$ cat config.mk
export PLATFORM = sky130hd
export DESIGN_NAME = obstacle_field
export DESIGN_NICKNAME = d
export VERILOG_FILES = /design/src/rtl/obstacle_field_pkg.sv /design/src/rtl/obstacle_field_lfsr.sv /design/src/rtl/obstacle_field.sv
export SDC_FILE = /design/constraint.sdc
export NUM_CORES = 1
export LEC_CHECK = 0
export ABC_CLOCK_PERIOD_IN_PS = 12660
export BUFFER_PORTS_ARGS = -buffer_cell sky130_fd_sc_hd__buf_2
export CAP_MARGIN = 10
export CORE_MARGIN = 4
export CORE_UTILIZATION = 48
export CTS_CLUSTER_DIAMETER = 60
export CTS_CLUSTER_SIZE = 24
export DETAILED_ROUTE_END_ITERATION = 10
export PLACE_DENSITY = 0.81
export SLEW_MARGIN = 20
export SYNTH_ARGS = -nofsm -noshare
export SYNTH_HDL_FRONTEND = slang
export SYNTH_SLANG_ARGS = --single-unit
$ cat constraint.sdc
create_clock -name clk_pix -period 12.66 [get_ports clk_pix]
set_input_delay 0.633 -clock clk_pix [delete_from_list [all_inputs] [get_ports clk_pix]]
set_output_delay 0.633 -clock clk_pix [all_outputs]
set_load 0.02 [all_outputs]
$ cat src/rtl/obstacle_field_pkg.sv
// Shared types and defaults for the obstacle field manager.
package obstacle_pkg;

    typedef enum logic {
        IDLE,
        SWEEP
    } sweep_state_t;

    // x^16 + x^14 + x^13 + x^11 + 1, as a mask over state bits 15,13,12,10
    localparam logic [15:0] LFSR_TAPS = 16'hB400;

    localparam int DEF_N_OBST    = 10;
    localparam int DEF_CORDW     = 16;
    localparam int DEF_H_RES     = 640;
    localparam int DEF_V_RES     = 480;
    localparam int DEF_SPACING_X = 50;
    localparam int DEF_SPACING_Y = 30;

endpackage

$ cat src/rtl/obstacle_field_lfsr.sv
// 16-bit Fibonacci LFSR that free-runs on every pixel clock.
module lfsr16
    import obstacle_pkg::*;
#(
    parameter logic [15:0] SEED = 16'hACE1
) (
    input  logic        clk_pix,
    input  logic        reset_n,
    output logic [15:0] state
);

    always_ff @(posedge clk_pix or negedge reset_n) begin
        if (!reset_n) begin
            state <= SEED;
        end else begin
            state <= {state[14:0], ^(state & LFSR_TAPS)};
        end
    end

endmodule

$ cat src/rtl/obstacle_field.sv
// Manager for N falling obstacles: per-frame position sweep plus frame-latched collisions.
// Define OBSTACLE_FIELD_RAND_RESPAWN_EN to respawn obstacles at an LFSR-chosen x.
module obstacle_field
    import obstacle_pkg::*;
#(
    parameter int          N_OBST    = DEF_N_OBST,
    parameter int          CORDW     = DEF_CORDW,
    parameter int          H_RES     = DEF_H_RES,
    parameter int          V_RES     = DEF_V_RES,
    parameter int          SPACING_X = DEF_SPACING_X,
    parameter int          SPACING_Y = DEF_SPACING_Y,
    parameter int          STEP_X    = 1,
    parameter int          STEP_Y    = 3,
    parameter logic [15:0] LFSR_SEED = 16'hACE1
) (
    input  logic                    clk_pix,
    input  logic                    reset_n,
    input  logic                    en,
    input  logic                    frame,
    input  logic                    de,
    input  logic                    ship_drawing,
    input  logic [N_OBST-1:0]       obst_drawing,
    output logic [N_OBST*CORDW-1:0] obst_x,
    output logic [N_OBST*CORDW-1:0] obst_y,
    output logic                    busy,
    output logic [N_OBST-1:0]       hit_mask,
    output logic                    collision,
    output logic [7:0]              hit_count
);

    localparam int IDXW = (N_OBST > 1) ? $clog2(N_OBST) : 1;
    localparam int CW1  = CORDW + 1;

    if ((N_OBST < 1) || (N_OBST > 32) || ((N_OBST - 1) * SPACING_X >= H_RES) ||
        ((N_OBST - 1) * SPACING_Y >= V_RES) || (STEP_X >= H_RES) ||
        (STEP_Y >= V_RES) || (LFSR_SEED == 16'h0000)) begin : g_bad_params
        $error("obstacle_field: illegal parameter combination");
    end

    sweep_state_t      state, state_n;
    logic [IDXW-1:0]   idx, idx_n;
    logic [CORDW-1:0]  pos_x [N_OBST];
    logic [CORDW-1:0]  pos_y [N_OBST];
    logic [CW1-1:0]    nx, ny, nx_wrap;
    logic [CORDW-1:0]  new_x, new_y, spawn_x;
    logic [N_OBST-1:0] acc, hits, frame_hits;

`ifdef OBSTACLE_FIELD_RAND_RESPAWN_EN
    localparam int RW = $clog2(H_RES);

    logic [15:0]    lfsr_state;
    logic [CW1-1:0] rnd;

    lfsr16 #(.SEED(LFSR_SEED)) u_lfsr (
        .clk_pix (clk_pix),
        .reset_n (reset_n),
        .state   (lfsr_state)
    );

    // Fold the raw value back into the visible width with a single subtraction.
    always_comb begin
        rnd     = CW1'(lfsr_state[RW-1:0]);
        spawn_x = (rnd >= CW1'(H_RES)) ? CORDW'(rnd - CW1'(H_RES)) : CORDW'(rnd);
    end
`else
    always_comb begin
        spawn_x = CORDW'(int'(idx) * SPACING_X);
    end
`endif

    always_ff @(posedge clk_pix or negedge reset_n) begin
        if (!reset_n) begin
            state <= IDLE;
            idx   <= '0;
        end else begin
            state <= state_n;
            idx   <= idx_n;
        end
    end

    always_comb begin
        state_n = state;
        idx_n   = idx;
        case (state)
            IDLE: begin
                if (frame && en) begin
                    state_n = SWEEP;
                    idx_n   = '0;
                end
            end
            SWEEP: begin
                if (idx == IDXW'(N_OBST - 1)) begin
                    state_n = IDLE;
                    idx_n   = '0;
                end else begin
                    idx_n = idx + IDXW'(1);
                end
            end
            default: begin
                state_n = IDLE;
                idx_n   = '0;
            end
        endcase
    end

    assign busy = (state == SWEEP);

    // One extra bit of headroom so the edge tests cannot overflow.
    always_comb begin
        nx      = CW1'(pos_x[idx]) + CW1'(STEP_X);
        ny      = CW1'(pos_y[idx]) + CW1'(STEP_Y);
        nx_wrap = nx - CW1'(H_RES);
        if (ny >= CW1'(V_RES)) begin
            new_y = '0;
            new_x = spawn_x;
        end else begin
            new_y = CORDW'(ny);
            new_x = (nx >= CW1'(H_RES)) ? CORDW'(nx_wrap) : CORDW'(nx);
        end
    end

    always_ff @(posedge clk_pix or negedge reset_n) begin
        if (!reset_n) begin
            for (int i = 0; i < N_OBST; i++) begin
                pos_x[i] <= CORDW'(i * SPACING_X);
                pos_y[i] <= CORDW'(i * SPACING_Y);
            end
        end else if (state == SWEEP) begin
            pos_x[idx] <= new_x;
            pos_y[idx] <= new_y;
        end
    end

    for (genvar g = 0; g < N_OBST; g++) begin : g_flatten
        assign obst_x[g*CORDW +: CORDW] = pos_x[g];
        assign obst_y[g*CORDW +: CORDW] = pos_y[g];
    end

    assign hits       = {N_OBST{en && de && ship_drawing}} & obst_drawing;
    assign frame_hits = acc | hits;

    // Hits landing in the frame cycle itself still belong to the frame being closed.
    always_ff @(posedge clk_pix or negedge reset_n) begin
        if (!reset_n) begin
            acc       <= '0;
            hit_mask  <= '0;
            collision <= 1'b0;
            hit_count <= '0;
        end else if (frame) begin
            acc       <= '0;
            hit_mask  <= frame_hits;
            collision <= |frame_hits;
            if ((|frame_hits) && !collision && (hit_count != 8'hFF)) begin
                hit_count <= hit_count + 8'd1;
            end
        end else begin
            acc <= frame_hits;
        end
    end

endmodule

* After elaboration in Yosys (flattened, before gate mapping) *
Cells that the tools add are included.
Widths: inputs -> output; s select.

word-level totals
  register bits after elaboration = 354
  output and inout bits = 340
  logic and storage cells = 72

cells by class
  add/sub/neg operators = 5
  multiply operators = 1
  order comparisons = 4
  equality and inequality tests = 3
  muxes and demuxes = 20
  bitwise operators = 4
  reductions and logical operators = 9

operator list
  kind                    number
  $bwmux 160              2
  $bmux 16 s4             2
  $mux 16                 8
  $demux 16 s4            1
  $add 16x1->17 const B   1
  $add 16x2->17 const B   1
  $ge 17x10->1 const B    1
  $ge 17x9->1 const B     1
  $sub 16x10->16 const B  1
  $and 10x10->10          1
  $mux 10                 1
  $or 10x10->10           1
  $reduce_or 10->1        1
  $mul 4x5->9 const B     1
  $add 8x1->8 const B     1
  $mux 4                  2
  $ne 8x8->1 const B      1
  $pmux 4 s2              1
  $logic_and 1x1->1       6
  $ge 5x5->1 const B      1
  $lt 5x1->1 const B      1
  $not 4->5               1
  $add 4x1->4 const B     1
  $eq 4x4->1 const B      1
  6 further kinds         7

* Longest topological paths before layout *
  depth after elaboration = 9
  gate-level depth with buffers = 22
  depth with buffers taken out = 16

* Least setup slack after synthesis *
No wires, ideal clock.

  path type = flip-flop to flip-flop
  start point = register idx[0]
  end point = register pos_x, in the netlist obst_x[124]
  setup time = 82 ps
  arrival = 4564 ps
  data required time = 12578 ps
  path slack = 8014 ps
  stages on the path, launching flop included = 23
  path buffers = 6
  clock period less this slack = 4646 ps
  path through = dfrtp_1 buf_6 buf_12 buf_12 buf_12 mux2i_1 a221o_1 o32ai_1 clkbuf_1 ha_1 inv_1 a211o_1 nor2_1 nand2_1 xor2_1 inv_1 ha_1 inv_1 a211oi_4 a211oi_1 or4_1 buf_2 a31oi_1

between the ends
  cells in the longest elaborated chain, start to end = 9

ends and longest elaborated chain
  item                                            RTL line                                                             text
  start, declared                                 obstacle_field.sv:41                                                 logic [IDXW-1:0] idx, idx_n;
  start signal, assigned                          obstacle_field.sv:77                                                 idx <= idx_n;
  $not 4->5 (implied by the code) (*)             obstacle_field.sv:110, obstacle_field.sv:111, obstacle_field.sv:129
  $bmux 16 s4                                     obstacle_field.sv:110                                                nx = CW1'(pos_x[idx]) + CW1'(STEP_X);
  $mux 16 (implied by the code) (2 in series)     obstacle_field.sv:110
  $add 16x1->17                                   obstacle_field.sv:110
  $sub 16x10->16 or $ge 17x10->1 (tied branches)  obstacle_field.sv:112, obstacle_field.sv:118
  $mux 16                                         obstacle_field.sv:118                                                new_x = (nx >= CW1'(H_RES)) ? CORDW'(nx_wrap) : CORDW'(nx);
  $mux 16                                         obstacle_field.sv:113                                                if (ny >= CW1'(V_RES)) begin
  $bwmux 160 (*)                                  obstacle_field.sv:129                                                pos_x[idx] <= new_x;
  end signal, assigned by index                   obstacle_field.sv:125                                                pos_x[i] <= CORDW'(i * SPACING_X);
  end signal, assigned by index                   obstacle_field.sv:129
  end, declared                                   obstacle_field.sv:42                                                 logic [CORDW-1:0] pos_x [N_OBST];

Mark *: on every way between the ends. The rest lies on a longest branch, timed or not. The select of a mux whose other input is x is not followed.
A chain may end at the register's enable or synchronous reset.

* Worst setup path after layout *
  start point = register idx[0]
  end point = register pos_x, in the netlist obst_x[110]

The elaborated chain is that of the path after synthesis.

==> run summary <==
• IO Pins: 356
• global route overflow: 0
• critical path type: register to register
• Critical Path RT: 13,050 ps
• final layout net count: 1,899
• Commonest cells post-synth: sky130_fd_sc_hd__dfrtp_1 (282), sky130_fd_sc_hd__nand2_1 (262), sky130_fd_sc_hd__o21ai_0 (213)
• post-route DRC violation count: 0
• detailed-route via count: 13,900
• starting DRC count in detailed routing: 1,106
• worst reg-to-reg setup slack: 6940 ps
• number of buffers created by CTS: 28
• Area Overhead vs Synth: 18.2%
• worst hold path class: primary input to asynchronous set/reset pin
• final std cell area, no fill: 20,000 sq um
• # setup viols final: 0
• worst reg2reg endpoint: obst_x[110]
• count of instances resized after the clock tree is built: 0
• final hold violation count: 0
• Post-Route WL: 54,600 microns
• Total Negative Setup Slacks: 0 ps
• Die W: 196 microns
• filler cell count: 2,851
• Final GP Congestion: 0.936
• beginning of the critical path: idx[0]
• number of warnings printed during yosys synthesis: 0
• average detailed-routed wire length per instance: 23.3 microns
• max-slew violations: 0
• wire length of the first global-routing pass: 84,200 microns
• antenna cells: 0
• placement-stage worst setup slack: 7080 ps
• clock transition at the register clock pins on the worst setup and hold paths after CTS: 80 ps
• area fraction of the dominant cell type after synthesis: 41.7%
• worst reg-to-reg path cell count: 17
• clock period minus final worst setup slack: 5720 ps
• max_slew headroom: 31.3%
• largest area contributor in the netlist: sky130_fd_sc_hd__dfrtp_1
• Critical Path AT: 6110 ps
• slowest stage cell on the critical path: sky130_fd_sc_hd__buf_4
• buffers inserted during post-CTS setup optimization: 0
• met2 WL post-DR: 26,700 microns
• Std-Cell Core Area: 34,600 sq um
• transition time at the pin with the least slew margin: 1030 ps
• dominant cells by area after synthesis: sky130_fd_sc_hd__dfrtp_1 (42%), sky130_fd_sc_hd__dfstp_2 (11%), sky130_fd_sc_hd__o21ai_0 (6.3%), sky130_fd_sc_hd__nand2_1 (5.8%), sky130_fd_sc_hd__mux4_2 (5.3%)
• run status: complete, no violations
• maximum clock insertion buffer count: 3
• total iterations of the first detailed-routing run: 5
• Primary FF master, synth: sky130_fd_sc_hd__dfrtp_1
• HPWL Detailed: 38,800 microns
• largest vdd supply drop: 192 uV
• Power Total: 5.62 mW
• Via-to-Cell Ratio: 5.96
• overall die area: 38,300 sq um
• global routing usage summed across all routing layers: 27.7%
• hold_buf cts: 0
• post-synthesis register bit count: 354
• sum of met3 wire segment lengths after detailed routing: 4320 microns
• Chip Height: 196 microns
• Worst R2R Start: idx[0]
• clock sink total: 354
• final standard cell utilization of the core: 57.7%
• mean cell area of the mapped netlist: 10.8 sq um
• total number of placement rows: 68
• capturing instance or port of the critical path: obst_x[110]
• top achievable clock speed: 175 MHz
• Most common cell on crit path: sky130_fd_sc_hd__inv_1
• Final period util: 45.2%
• maximum number of pins on one net before global-route repair: 131
• count of H-tree levels built during CTS: 1
• share of post-route cells with drive strength above 1: 32.3%
• endpoint kind of the worst setup timing path: register
• synthesized netlist cell count: 1,569
• biggest cell delay along the critical path: 870 ps
• Lkg Pwr: 9.53 nW
• Cell Chain, Critical Path: buf_4 -> mux2i_1 -> a221o_1 -> o32ai_2 -> ha_1 -> inv_1 -> a211o_1 -> nor2_1 -> nand2_1 -> xor2_1 -> inv_1 -> ha_1 -> inv_1 -> a211oi_4 -> a211oi_1 -> xor2_1 -> o21ai_0
• clock tree from TritonCTS: yes
• Critical Path Start Type: register
• top layer used by detailed routing: met4
• Post-Syn Nets: 1,605
• setup slack after layout: 6940 ps
• worst-path maximum fanout: 56
• cell at the root of the clock tree: sky130_fd_sc_hd__clkbuf_16
• port bufs: 355
• initial cell density of the core: 48.8%
• sequential cell area fraction in the yosys report: 52.9%
• post-detailed-route count of antenna-violating nets: 0
• number of antenna violations at the first check in global routing: 0
• Met1 Wirelength: 21,900 microns
• RSZ-0062 raised after global routing: no
• vias in the first global route: 13,700
• Mapped Area: 16,900 sq um
• Post-Route Skew: 24.3 ps
• clock latency on the worst-skew pair: 560 ps
• number of synthesized flops with an enable pin: 0
• post-synthesis async set-or-reset flop share: 100%
• total of max-cap violations: 0
• PwrDens: 281 nW/um^2
• count of cell types in the netlist: 74
• most frequent cell after synthesis: sky130_fd_sc_hd__dfrtp_1
• cell area reported after detailed placement: 18,900 sq um
==> metal layers <==
metal | vias to the layer above | track usage (%)
li1 | 6164 | -
met1 | 7098 | 37.6
met2 | 593 | 46.0
met3 | 87 | 5.29
met4 | 0 | 7.99
met5 | - | 0
==> worst min path at each step <==
stage	startpoint	endpoint	slack (ps)	depth (start not counted)
floorplan	reset_n	acc[0]	340	0
global placement	obst_y[69]	obst_y[69]	470	2
detailed placement	obst_y[116]	obst_y[116]	470	2
CTS	reset_n	obst_y[33]	220	1
global route	reset_n	obst_y[3]	280	1
finish	reset_n	obst_y[1]	190	1
==> power breakdown <==
part / switching [mW] / internal, mW / total, mW
clock: 0.493 / 0.499 / 0.992
combinational: 1.91 / 0.911 / 2.82
sequential: 0.325 / 1.49 / 1.81
==> state kept, by name (all words and copies together), names as in the netlist <==
signal,flops
obst_y,160
hit_count,8
hit_mask,10
obst_x,160
acc,10
collision,1
busy,1
idx,4
==> kinds of logic (layout without fill, tap and decap cells) <==
kind of cell | count (synthesis) | count (layout) | synth area share, %
AO/OA/AOI/OAI | 398 | 398 | 14.7
XOR/XNOR | 29 | 29 | 1.50
adder cells (fa/ha/maj) | 20 | 20 | 1.52
buffers and inverters | 123 | 439 | 3.72
flip-flops | 354 | 354 | 52.9
multiplexers | 112 | 112 | 10.7
AND/OR/NAND/NOR | 533 | 533 | 14.9
==> critical path, delay by kind of cell (launching register included) <==
family | cells | cell delay [ps]
AND/OR/NAND/NOR | 2 | 280
AO/OA/AOI/OAI | 6 | 1650
buffers and inverters | 4 | 1190
XOR/XNOR | 2 | 990
flip-flops | 1 | 750
multiplexers | 1 | 170
adder cells (fa/ha/maj) | 2 | 480
==> metrics by stage <==
stage               std cells  hold slack [ps]
detailed placement       2288              474
global route             2340              276
global placement         2288              466
CTS                      2340              219
finish                   2340              194
floorplan                1569              337
==> cells in the final DEF, fill, tap and decap left out, types with 36 or more instances in the layout <==
cell / count
sky130_fd_sc_hd__dfrtp_1: 280
sky130_fd_sc_hd__and2_1: 76
sky130_fd_sc_hd__mux2i_1: 40
sky130_fd_sc_hd__o21ai_0: 213
sky130_fd_sc_hd__mux4_2: 40
sky130_fd_sc_hd__buf_2: 354
sky130_fd_sc_hd__dfstp_2: 72
sky130_fd_sc_hd__nand2_1: 262
sky130_fd_sc_hd__nor2_1: 73
sky130_fd_sc_hd__a21oi_1: 36
==> cell type report <==
cell class	count	area, sq um	area share, %
Tap cell	455	569	2.85
Clock inverter	23	338	1.69
Inverter	11	41.3	0.207
Sequential cell	354	8960	44.8
Clock buffer	29	726	3.63
Multi-Input combinational cell	1092	7400	37.1
Timing Repair Buffer	376	1940	9.73
No activity file was read; power rests on OpenSTA's default activity.
